--- config.mk ---
export PLATFORM = sky130hd
export DESIGN_NAME = direction_arbiter
export DESIGN_NICKNAME = d
export VERILOG_FILES = /design/src/rtl/direction_pkg.sv /design/src/rtl/direction_timer.sv /design/src/rtl/direction_arbiter.sv
export SDC_FILE = /design/constraint.sdc
export NUM_CORES = 1
export LEC_CHECK = 0
export BUFFER_PORTS_ARGS = -buffer_cell sky130_fd_sc_hd__buf_4
export CORE_ASPECT_RATIO = 1.1
export CORE_UTILIZATION = 54
export CTS_CLUSTER_DIAMETER = 50
export DETAILED_ROUTE_END_ITERATION = 12
export GPL_TIMING_DRIVEN = 0
export HOLD_SLACK_MARGIN = 0.12
export PLACE_DENSITY = 0.82
export SYNTH_ARGS = -nofsm -noshare
export SYNTH_HDL_FRONTEND = slang
export SYNTH_HIERARCHICAL = 1
export SYNTH_SLANG_ARGS = --single-unit
--- constraint.sdc ---
create_clock -name clk -period 2.6 [get_ports clk]
set_clock_uncertainty 0.05 [all_clocks]
set_input_delay 0.26 -clock clk [delete_from_list [all_inputs] [get_ports clk]]
set_output_delay 0.26 -clock clk [all_outputs]
set_load 0.01 [all_outputs]
--- src/rtl/direction_pkg.sv ---
// Shared types for the direction arbiter: direction encoding, FSM states,
// grant sources, and the counter width helper.
package direction_pkg;

    typedef enum logic [1:0] {
        FWD   = 2'b00,
        REV   = 2'b01,
        LEFT  = 2'b10,
        RIGHT = 2'b11
    } direc_t;

    typedef enum logic [1:0] {
        IDLE   = 2'b00,
        HOLD   = 2'b01,
        ACTIVE = 2'b10
    } arb_state_t;

    typedef enum logic {
        SRC_MAN  = 1'b0,
        SRC_AUTO = 1'b1
    } src_t;

    // Bits needed to hold the larger of the two cycle counts.
    function automatic int cnt_width(input int hold_cycles, input int timeout_cycles);
        int max_cycles;
        max_cycles = (hold_cycles > timeout_cycles) ? hold_cycles : timeout_cycles;
        return $clog2(max_cycles + 1);
    endfunction

endpackage

--- src/rtl/direction_timer.sv ---
// Loadable down counter with a zero flag. Saturates at zero; a load always
// wins over a decrement in the same cycle.
module direction_timer #(
    parameter int W = 8
) (
    input  logic         clk,
    input  logic         rst_n,
    input  logic         load,
    input  logic [W-1:0] load_value,
    input  logic         dec,
    output logic         zero
);

    logic [W-1:0] count_q;
    logic [W-1:0] count_d;

    // Next count: load, else decrement unless already at zero.
    always_comb begin
        count_d = count_q;
        if (load) begin
            count_d = load_value;
        end else if (dec && (count_q != '0)) begin
            count_d = count_q - W'(1);
        end
    end

    // Counter register, cleared by reset.
    always_ff @(posedge clk or negedge rst_n) begin
        if (!rst_n) begin
            count_q <= '0;
        end else begin
            count_q <= count_d;
        end
    end

    assign zero = (count_q == '0);

endmodule

--- src/rtl/direction_arbiter.sv ---
// Round-robin arbiter between a manual and an autonomous direction requester.
// An accepted direction is held for HOLD_CYCLES, then stays active until a new
// request arrives or TIMEOUT_CYCLES idle cycles pass. estop forces IDLE.
//
// Handshake: a request transfers on a rising clk edge where valid and ready
// are both high. ready is combinational, asserted only in IDLE/ACTIVE with
// estop low and reset released, and to at most one requester. A requester
// may drop valid without a transfer and keeps direc stable while valid.
module direction_arbiter
    import direction_pkg::*;
#(
    parameter int HOLD_CYCLES    = 25_000_000,
    parameter int TIMEOUT_CYCLES = 100_000_000
) (
    input  logic       clk,
    input  logic       rst_n,
    input  logic       estop,
    input  logic       man_valid,
    input  logic [1:0] man_direc,
    output logic       man_ready,
    input  logic       auto_valid,
    input  logic [1:0] auto_direc,
    output logic       auto_ready,
    output logic [1:0] direc,
    output logic       enable,
    output logic       grant_src,
    output logic [1:0] dbg_state
);

    localparam int CNT_W = cnt_width(HOLD_CYCLES, TIMEOUT_CYCLES);
    localparam logic [CNT_W-1:0] HOLD_LOAD    = CNT_W'(HOLD_CYCLES - 1);
    localparam logic [CNT_W-1:0] TIMEOUT_LOAD = CNT_W'(TIMEOUT_CYCLES - 1);

    arb_state_t state_q, state_d;
    direc_t     direc_q, direc_d;
    logic       enable_q, enable_d;
    src_t       grant_src_q, grant_src_d;
    src_t       last_grant_q, last_grant_d;

    logic             can_accept;
    logic             pick_auto;
    logic             xfer;
    logic             tmr_load;
    logic [CNT_W-1:0] tmr_value;
    logic             tmr_dec;
    logic             tmr_zero;

    direction_timer #(.W(CNT_W)) u_timer (
        .clk        (clk),
        .rst_n      (rst_n),
        .load       (tmr_load),
        .load_value (tmr_value),
        .dec        (tmr_dec),
        .zero       (tmr_zero)
    );

    // Ready generation: single valid wins, on a tie the source not granted last.
    always_comb begin
        can_accept = rst_n && !estop && ((state_q == IDLE) || (state_q == ACTIVE));
        if (man_valid && auto_valid) begin
            pick_auto = (last_grant_q == SRC_MAN);
        end else begin
            pick_auto = auto_valid;
        end
        man_ready  = can_accept && man_valid && !pick_auto;
        auto_ready = can_accept && auto_valid && pick_auto;
        xfer       = man_ready || auto_ready;
    end

    // Next-state logic; estop beats a transfer, a transfer beats the timers.
    always_comb begin
        state_d      = state_q;
        direc_d      = direc_q;
        enable_d     = enable_q;
        grant_src_d  = grant_src_q;
        last_grant_d = last_grant_q;
        tmr_load     = 1'b0;
        tmr_value    = '0;
        tmr_dec      = 1'b0;

        if (estop) begin
            state_d   = IDLE;
            enable_d  = 1'b0;
            tmr_load  = 1'b1;
            tmr_value = '0;
        end else if (xfer) begin
            state_d      = HOLD;
            enable_d     = 1'b1;
            direc_d      = auto_ready ? direc_t'(auto_direc) : direc_t'(man_direc);
            grant_src_d  = auto_ready ? SRC_AUTO : SRC_MAN;
            last_grant_d = auto_ready ? SRC_AUTO : SRC_MAN;
            tmr_load     = 1'b1;
            tmr_value    = HOLD_LOAD;
        end else begin
            case (state_q)
                HOLD: begin
                    if (tmr_zero) begin
                        state_d   = ACTIVE;
                        tmr_load  = 1'b1;
                        tmr_value = TIMEOUT_LOAD;
                    end else begin
                        tmr_dec = 1'b1;
                    end
                end
                ACTIVE: begin
                    if (tmr_zero) begin
                        state_d  = IDLE;
                        enable_d = 1'b0;
                    end else begin
                        tmr_dec = 1'b1;
                    end
                end
                default: begin
                end
            endcase
        end
    end

    // State and registered outputs; manual wins the first tie after reset.
    always_ff @(posedge clk or negedge rst_n) begin
        if (!rst_n) begin
            state_q      <= IDLE;
            direc_q      <= FWD;
            enable_q     <= 1'b0;
            grant_src_q  <= SRC_MAN;
            last_grant_q <= SRC_AUTO;
        end else begin
            state_q      <= state_d;
            direc_q      <= direc_d;
            enable_q     <= enable_d;
            grant_src_q  <= grant_src_d;
            last_grant_q <= last_grant_d;
        end
    end

    assign direc     = direc_q;
    assign enable    = enable_q;
    assign grant_src = grant_src_q;
    assign dbg_state = state_q;

endmodule

==> After elaboration in Yosys (flattened, before gate mapping) <==
Cells that the tools add are included.
{ "totals": {"out_inout_bits": 8, "register_bits": 34, "in_bits": 9} }
{ "classes": {"n_bitwise": 2, "add_sub_neg": 1, "eq_ne": 4, "n_reduce_logical": 23, "mux": 26} }
{ "ops": {"columns": ["op", "count"], "rows": [
  ["$mux W27", 6],
  ["$logic_not A27 Y1", 1],
  ["$reduce_bool A27 Y1", 1],
  ["$sub A27 B1 Y27 const B", 1],
  ["$mux W1", 14],
  ["$mux W2", 5],
  ["$logic_and A1 B1 Y1", 8],
  ["$ne A4 B4 Y1 const B", 2],
  ["$reduce_bool A3 Y1", 2],
  ["$pmux W2 S2", 1],
  ["$reduce_and A2 Y1", 2],
  ["$reduce_bool A4 Y1", 1],
  ["$reduce_and A3 Y1", 1],
  ["$eq A2 B1 Y1 const B", 1],
  ["$eq A2 B2 Y1 const B", 1],
  ["$logic_not A1 Y1", 2],
  ["$logic_not A2 Y1", 1],
  ["$logic_or A1 B1 Y1", 2],
  ["$not A1 Y1", 2],
  ["$reduce_bool A2 Y1", 1],
  ["$reduce_or A2 Y1", 1]
]} }

==> Depth between registers and ports, before layout <==
Gate-level depths: netlist of the first run.
{ "depth": {"word_depth": 11, "depth_mapped": 12, "depth_no_buf": 11} }

==> Modules after synthesis <==
The synthesis of the first run kept the hierarchy.
{ "modules_own_cells": {"columns": ["mod", "area_per_inst_um2", "n_inst", "cells_per_inst", "seq_area_each_um2"], "rows": [
  ["direction_timer", 1821.7, 1, 199, 675.6],
  ["direction_arbiter", 466.7, 1, 47, 176.4]
]} }

==> Worst setup path after synthesis of the first run <==
Ideal clock, no wire load.
{ "synth_timing": {"path_type": "register -> register", "from": "register u_timer.count_q[21]", "to": "register u_timer.count_q[25]", "period_less_slack_ns": 2.858, "n_path_buf": 1, "setup_slack_ns": -0.258, "path_stages_with_launch": 11, "arrival_ns": 2.688, "path_cell_list": "dfrtp_1 nor4_4 nand2_1 nor4b_1 nor3b_1 nand2_1 nand3_1 clkbuf_1 nor2_1 a32o_1 a31o_2"} }
{ "synth_via": {"elab_cells_between_ends": 15} }
{ "synth_lines": {"columns": ["element", "line_no", "rtl"], "rows": [
  ["start: declaration", "direction_timer.sv:14", "logic [W-1:0] count_q;"],
  ["start signal: assignment", "direction_timer.sv:32", "count_q <= count_d;"],
  ["$logic_not A27 Y1 (*)", "direction_timer.sv:36", "assign zero = (count_q == '0);"],
  ["via tmr_zero", "direction_arbiter.sv:46", "logic tmr_zero;"],
  ["$mux W1 (*)", "direction_arbiter.sv:97", "if (tmr_zero) begin"],
  ["$mux W1 (*)", "direction_arbiter.sv:95", "case (state_q)"],
  ["$mux W1 (*)", "direction_arbiter.sv:86", "end else if (xfer) begin"],
  ["$mux W1 (*)", "direction_arbiter.sv:81", "if (estop) begin"],
  ["via tmr_load", "direction_arbiter.sv:43", "logic tmr_load;"],
  ["$mux W27 / $reduce_bool A2 Y1 (equally long branches)", null, null]
]} }
Mark *: on every way through the listed nets, which the timed path passes. The rest lies on a longest branch. The select of a mux whose other input is x is not followed.
A chain may end at the register's enable or synchronous reset.

==> Worst setup path after layout of the first run <==
{ "layout_timing": {"from": "register u_timer.count_q[1]", "to": "register u_timer.count_q[9]"} }
{ "layout_via": {"elab_chain_cells": 7, "elab_cells_between_ends": 15} }
{ "layout_lines": {"columns": ["element", "line_no", "rtl"], "rows": [
  ["$logic_not A27 Y1", "direction_timer.sv:36", null],
  ["via tmr_zero", "direction_arbiter.sv:46", null],
  ["$mux W1", "direction_arbiter.sv:97, direction_arbiter.sv:106", null],
  ["$mux W1", null, null],
  ["$mux W1", "direction_arbiter.sv:86", null],
  ["$mux W1", "direction_arbiter.sv:81", null],
  ["via tmr_dec", "direction_arbiter.sv:45", "logic tmr_dec;"],
  ["$logic_and A1 B1 Y1", "direction_timer.sv:22", "end else if (dec && (count_q != '0)) begin"],
  ["$reduce_bool A2 Y1 (no source line)", null, null]
]} }
The timed path passes the listed nets, and every way through them passes these cells. The select of a mux whose other input is x is not followed.

==> results of run 1 <==
-- power groups by stage --
stage               logic [mW]  registers [mW]  clock network (mW)
finish                    1.54           0.871               0.376
global route              1.63           0.884               0.401
detailed placement        1.07           0.845                   0
global placement          1.03           0.837                   0
floorplan                0.768           0.830                   0
CTS                       1.23           0.841               0.381
-- worst register-to-register path, stage by stage, from the launching register on --
cell and delay (ps):
sky130_fd_sc_hd__dfrtp_1 380, sky130_fd_sc_hd__inv_2 60, sky130_fd_sc_hd__ha_4 160, sky130_fd_sc_hd__nor2b_4 130, sky130_fd_sc_hd__nor4b_4 130, sky130_fd_sc_hd__nor3b_4 180
sky130_fd_sc_hd__nor3b_4 300, sky130_fd_sc_hd__inv_2 90, sky130_fd_sc_hd__a31o_4 250, sky130_fd_sc_hd__buf_8 140, sky130_fd_sc_hd__buf_6 140, sky130_fd_sc_hd__o41ai_1 390
sky130_fd_sc_hd__a31oi_1 170
-- sequential cells by signal, indices dropped and copies added (netlist names) --
register         cells
dbg_state            2
direc                2
last_grant_q         1
u_timer/count_q     27
enable               1
grant_src            1
-- repair_timing --
item	CTS	global route
buffers inserted	10	16
hold buffers	2	0
pin swaps	4	16
endpoints found under the setup margin	27	27
gates resized for setup	27	30
cloned	0	1
endpoints found under the hold margin	33	0
-- kinds of logic after synthesis --
| kind of cell | Yosys count | synth area share (%) |
|---|---|---|
| muxes | 5 | 2.73 |
| DFF | 34 | 37.2 |
| other | 1 | 0.164 |
| adders and majority gates | 4 | 2.19 |
| xor gates and xnor gates | 5 | 1.91 |
| AOI/OAI and AO/OA | 59 | 20.4 |
| and+or+nand+nor | 117 | 30.9 |
| buffers and inverters | 21 | 4.43 |
-- layer usage --
metal,GRT usage (%),up-vias
li1,-,1036
met1,37.2,1165
met3,6.54,37
met4,14.1,0
met2,50.6,141
met5,0,-
-- path summary, 6_finish.rpt --
kind	endpoint	slack, ps	cells after the start
max	u_timer/count_q[9]	-110	12
min	last_grant_q	160	2
max reg2reg	u_timer/count_q[9]	-110	12
min reg2reg	direc[1]	460	1
max in group asynchronous	u_timer/count_q[18]	1830	3
min in group asynchronous	last_grant_q	450	2
-- layout by cell type (no fill, tap or decap), drive strengths merged, types with 7 or more instances in the layout --
| cell type | count |
|---|---|
| nand3 | 9 |
| nand2 | 29 |
| or3 | 8 |
| or4 | 10 |
| nor4 | 9 |
| clkbuf | 13 |
| nor2 | 18 |
| o21ai | 12 |
| a31oi | 9 |
| buf | 47 |
| inv | 12 |
| nor3 | 8 |
| dfrtp | 33 |
| o31a | 7 |
-- through the flow --
| step | area, um^2 | hold WS [ps] | setup WS [ps] | utilization, % | setup TNS, ps |
|---|---|---|---|---|---|
| finish | 3110 | 163 | -105 | 77.2 | -551 |
| CTS | 2820 | 143 | -15.5 | 70.2 | -21.8 |
| floorplan | 2350 | -85.6 | -40.5 | - | -80.2 |
| global route | 3110 | 169 | -210 | 77.2 | -2180 |
| detailed placement | 2530 | 208 | -580 | 62.9 | -11070 |
| global placement | 2530 | 199 | -560 | 62.9 | -10920 |
-- cell type report --
| type | count | area [um^2] | share of cell area [%] |
|---|---|---|---|
| multi-input combinational | 195 | 1600 | 51.6 |
| sequential | 34 | 855 | 27.5 |
| inverter | 12 | 45.0 | 1.45 |
| timing repair buffer | 45 | 378 | 12.2 |
| buffer | 9 | 85.1 | 2.74 |
| clock buffer | 7 | 76.3 | 2.46 |
| tap | 52 | 65.1 | 2.10 |
==> flow_summary.ini, run 1 <==
[critical_path]
critical_path.cell_chain = inv_2 > ha_4 > nor2b_4 > nor4b_4 > nor3b_4 > nor3b_4 > inv_2 > a31o_4 > buf_8 > buf_6 > o41ai_1 > a31oi_1
worst-path-buf-inv = 4
crit_path_max_incr_delay_ps = 390
critical_path.top_delay_family = compound AO/OA/AOI/OAI gates
timing.critical_path.from_type = register
critical_path_required_ps = 2700
worst-endpoint-arrival_ps = 2800
critical_path_slowest_stage_cell = sky130_fd_sc_hd__o41ai_1
critical_path.max_fanout = 10
timing.critical_path.to_type = register
critPathLaunch = u_timer/count_q[1]
worst_r2r_startpoint = u_timer/count_q[1]
setup.worst_path.class = reg2reg

[timing]
finalHoldViolations = 0
timing.final.max_slew_violations = 0
timing.final.setup_violations = 8
final_critical_path_setup_slack_ps = -105
final_worst_path_period_share_pct = 104
setup_repair_after_global_routing_missed_its_margin = true
fmaxAchievable_ghz = 0.370
min_period_ps = 2710

[detailed_routing]
wire_per_inst_um = 20.8
remaining_antenna_violation_count = 0
dr.max_layer_used = met4
dr_wl_met2_um = 3780
drt_first_pass_iters = 5
viasPerCell = 6.72
finalWirelength_um = 7360
vias = 2379
wl_met3_um = 537
m1WireLength_um = 2760
drt_iter0_drc = 203
drc_errors = 0

[global_routing]
globalRouteTotalUtil_pct = 30.4
grt_overflow = 0
first_global_vias = 2097
antenna_violations_before_repair = 0
largest_net_degree_at_the_start_of_global_routing = 34
grt_first_pass_wirelength_um = 10200

[power]
p_comb_share_pct = 55.2
power_switching_mw = 1.18
p_total_mw = 2.79
power.ir.vdd_worst_mv = 0.421
pwr-share-seq_pct = 31.3
power_density_nw_per_um2 = 897
p_int_mw = 1.60
clkPwrFrac_pct = 13.5
leakage_component_of_the_power_nw = 1.25
switching_portion_of_total_power_pct = 42.4

[logic_synthesis]
synth_seq_cells = 34
post_synth_num_cell_types = 60
synth_cells = 246
synth_top_flop_cell = sky130_fd_sc_hd__dfrtp_1
synthDominantCellAreaShare_pct = 36.1
synth-warning-count = 6
ranking_of_synthesized_cells_by_instance_count = sky130_fd_sc_hd__dfrtp_1 (33), sky130_fd_sc_hd__nand2_1 (29), sky130_fd_sc_hd__nor2_1 (15)
asyncSetResetFlopFracSynth_pct = 100
synth-seq-area-share_pct = 37.2
synthDominantAreaCellType = sky130_fd_sc_hd__dfrtp_1
syn-cell-area_um2 = 2290
synth_top_cells_by_area = sky130_fd_sc_hd__dfrtp_1 (36%), sky130_fd_sc_hd__nand2_1 (4.8%), sky130_fd_sc_hd__or4_1 (3.0%)
synth.most_common_cell = sky130_fd_sc_hd__dfrtp_1
synth_edf_count = 0
postSynthAreaPerCell_um2 = 9.30

[cells_and_area]
diodes = 0
layout_cell_share_with_drive_strength_beyond_1_pct = 41.4
non_filler_cells_final = 354
number_of_inserted_filler_cells_in_the_final_layout = 250
areaGrowthSynthToFinish_pct = 35.7
design.final.nets = 315

[clocking]
clock_tree.buffer_depth = 2
clock_sink_count = 34
tritoncts.num_buffers = 5
cts.reportedPaths.clkPinSlew_ps = 70
cts_tree = built
worstSkewPairLatency_ps = 290
cts.htree.levels = 2
clock_tree.root_cell = sky130_fd_sc_hd__clkbuf_8

[floorplan]
io_pins = 17
overall_die_area_um2 = 4500
die_width_um = 64.1
core_area_um2 = 4020
initial_utilization_pct = 56.9
die_ht_um = 70.3
row_count = 24

[run_status]
outcome = finished with violations
violations = negative setup slack

[place]
gp_congestion = 0.899
place.port_buffers = 16
numPlacedInstances = 318
dp.final_hpwl_um = 4030

[hold_path]
holdCritPathClass = in2reg
hold_path.startpoint = estop

[job]
max-cap-violations = 0
No activity file was read; power rests on OpenSTA's default activity.
==> run 2: changes to the inputs <==
--- a/config.mk
+++ b/config.mk
@@ -17,3 +17,2 @@
 export SYNTH_HDL_FRONTEND = slang
-export SYNTH_HIERARCHICAL = 1
 export SYNTH_SLANG_ARGS = --single-unit
==> constraint.sdc (replaced) <==
create_clock -name clk -period 2.6 [get_ports clk]
set_clock_uncertainty 0.05 [all_clocks]
set_input_delay 0.52 -clock clk [delete_from_list [all_inputs] [get_ports clk]]
set_output_delay 0.52 -clock clk [all_outputs]
set_load 0.01 [all_outputs]
==> run 2 against run 1 <==
Against the previous run: highest routed layer unchanged; critical path depth shrank 4; count of clock-buffer cells in the layout grew 1; clock power shrank 2%; synthesized area shrank 7.7%; maximum frequency grew 2.9%; via count shrank 15%; the run still ends with negative setup slack left; final cell count shrank 10%; combinational power grew 39%.
==> flow_summary.ini, run 2 <==
[floorplan]
initial_utilization_pct = 57.3
die_width_um = 61.6
row_count = 23
die_ht_um = 67.6
core_area_um2 = 3680
io_pins = 17
overall_die_area_um2 = 4170

[logic_synthesis]
post_synth_adder_cell_area_pct = 2.96
synth.most_common_cell = sky130_fd_sc_hd__dfrtp_1
post_synth_xor_area_fraction_pct = 2.90
synth_edf_count = 0
combinational_family_with_the_most_area_after_synthesis = simple AND/OR/NAND/NOR gates
asyncSetResetFlopFracSynth_pct = 100
synth_simple_gate_area_share_pct = 24.9
synth_cells = 230
synth-seq-area-share_pct = 40.3
syn_nets = 244
post_synth_num_cell_types = 50
synth.area.mux_share_pct = 0.948
synth_compound_area_share_pct = 22.0
synth-warning-count = 0
synthDominantAreaCellType = sky130_fd_sc_hd__dfrtp_1
postSynthAreaPerCell_um2 = 9.18
syn-cell-area_um2 = 2110
synth_top_cells_by_area = sky130_fd_sc_hd__dfrtp_1 (39%), sky130_fd_sc_hd__nor3_1 (4.0%), sky130_fd_sc_hd__nor2_1 (3.7%)
synthDominantCellAreaShare_pct = 39.1
synth_top_flop_cell = sky130_fd_sc_hd__dfrtp_1
ranking_of_synthesized_cells_by_instance_count = sky130_fd_sc_hd__dfrtp_1 (33), sky130_fd_sc_hd__nor2_1 (21), sky130_fd_sc_hd__nor3_1 (17)
synth_seq_cells = 34

[power]
power.ir.vdd_worst_mv = 0.730
power_density_nw_per_um2 = 1290
leakage_component_of_the_power_nw = 1.15
p_total_mw = 3.41

[clocking]
cts_tree = built
clock_sink_count = 34
clock_tree.root_cell = sky130_fd_sc_hd__clkbuf_8
worstSkewPairLatency_ps = 280
cts.reportedPaths.clkPinSlew_ps = 70
tritoncts.num_buffers = 5
cts.htree.levels = 2
clock_tree.buffer_depth = 2

[cells_and_area]
largest-register = u_timer.count_q
largest_register_ffs = 27
layout.cells.most_common = sky130_fd_sc_hd__dfrtp_1
design.final.nets = 281
diodes = 0
layout.cell_area.non_filler_um2 = 2650
layout_common_cells = sky130_fd_sc_hd__dfrtp_1 (32), sky130_fd_sc_hd__buf_4 (28), sky130_fd_sc_hd__nor2_1 (21)
areaGrowthSynthToFinish_pct = 25.2
number_of_inserted_filler_cells_in_the_final_layout = 295
layout_cell_share_with_drive_strength_beyond_1_pct = 29.1

[critical_path]
r2r_cells = 8
critical_path.max_fanout = 6
worst_r2r_startpoint = u_timer.count_q[4]
critical_path.reg2reg.endpoint = u_timer.count_q[11]
setup.worst_path.class = reg2reg
crit_path_end = u_timer.count_q[11]
timing.critical_path.to_type = register
critical_path_required_ps = 2690
worst-endpoint-arrival_ps = 2710
timing.critical_path.from_type = register
critPathLaunch = u_timer.count_q[4]
rrSetupSlack_ps = -30

[place]
gp_congestion = 0.960
post_dp_cell_area_um2 = 2290
place.port_buffers = 16
dp.final_hpwl_um = 3750

[detailed_routing]
finalWirelength_um = 5860
viasPerCell = 6.39
remaining_antenna_violation_count = 0
drc_errors = 0
drt_first_pass_iters = 5
vias = 2033
wire_per_inst_um = 18.4
drt_iter0_drc = 121

[run_status]
outcome = finished with violations
violations = negative setup slack

[timing]
timing.final.setup_violations = 4
fin_hold_ws_ps = 128
min_period_ps = 2630
finalHoldViolations = 0
timing.final.max_slew_violations = 0
slew_of_the_pin_with_the_lowest_slew_margin_ps = 621
setup_repair_after_global_routing_missed_its_margin = true
finalSetupTns_ps = -62.6
slew-limit-headroom_pct = 58.6
final_worst_path_period_share_pct = 101
fmaxAchievable_ghz = 0.380
final_critical_path_setup_slack_ps = -28.2

[global_routing]
largest_net_degree_at_the_start_of_global_routing = 36
grt_overflow = 0
grt_first_pass_wirelength_um = 8830
globalRouteTotalUtil_pct = 29.0
first_global_vias = 1817
antenna_violations_before_repair = 0

[hold_path]
holdCritPathClass = in2async

[job]
max-cap-violations = 0
[run 2: cell types whose count changed in the layout (fill, tap and decap cells not counted), sizes merged, moves of 7 or more]
cell,change
a21oi,+16
o22a,+7
nand2,-13
nor3,+9
o31a,-7
nand3,-7
buf,-8
[run 2: cell type report]
cell class | instances | area, um^2 | area share, %
multi-input combinational | 176 | 1260 | 47.7
timing repair buffer | 32 | 272 | 10.3
sequential | 34 | 853 | 32.3
inverter | 9 | 33.8 | 1.28
clock buffer | 8 | 80.1 | 3.03
tap | 50 | 62.6 | 2.37
buffer | 9 | 82.6 | 3.12
[run 2: per-layer routing]
layer	up-vias	wire length [um]	track usage, %
met1	984	2500	38.5
met3	14	365	6.13
met2	94	2900	48.3
met5	-	0	0
met4	0	98	6.11
li1	941	-	-
[run 2: logic make-up (layout without fill, tap and decap cells)]
family,count (synthesis),in the layout
AOI/OAI and AO/OA,67,67
xor gates and xnor gates,7,7
adders and majority gates,5,5
buffers and inverters,20,58
DFF,34,34
muxes,2,2
and+or+nand+nor,95,95
[run 2: through the flow]
stage | setup slack, ps | std cells | util (%)
floorplan | 62.1 | 230 | -
global placement | -226 | 296 | 62.3
detailed placement | -257 | 296 | 62.3
CTS | 20.2 | 312 | 67.3
global route | -103 | 318 | 71.8
finish | -28.2 | 318 | 71.8
[run 2: worst min-delay path by stage]
| stage | end | depth (start not counted) | slack [ps] | from |
|---|---|---|---|---|
| final | u_timer.count_q[25] | 2 | 130 | rst_n |
| after global routing | last_grant_q | 1 | 130 | rst_n |
| after CTS | u_timer.count_q[25] | 1 | 140 | rst_n |
| after detailed placement | grant_src | 1 | 420 | grant_src |
| after global placement | direc[1] | 2 | 420 | direc[1] |
| after floorplan | dbg_state[0] | 0 | 170 | rst_n |
[run 2: power breakdown]
part,total [mW],internal [mW],leakage (nW),switching (mW)
sequential,0.909,0.711,0.450,0.198
clock,0.367,0.190,0.0395,0.177
combinational,2.14,0.909,0.661,1.23
total,3.41,1.81,1.15,1.60
[run 2: repair_timing]
item	in CTS	in global routing
pin swaps	4	15
resized for setup	11	27
setup buffers	8	7
endpoints found under the hold margin	0	33
hold buffers	0	1
setup endpoints to repair	25	21
cloned	1	0
[run 2: critical path, stage by stage, from the launching register on]
cell and delay (ps):
sky130_fd_sc_hd__dfrtp_1 410, sky130_fd_sc_hd__or4_4 600, sky130_fd_sc_hd__or4_4 520, sky130_fd_sc_hd__o31ai_4 290
sky130_fd_sc_hd__buf_6 150, sky130_fd_sc_hd__buf_6 120, sky130_fd_sc_hd__nand3_4 140, sky130_fd_sc_hd__a21oi_2 150
sky130_fd_sc_hd__a21oi_1 50
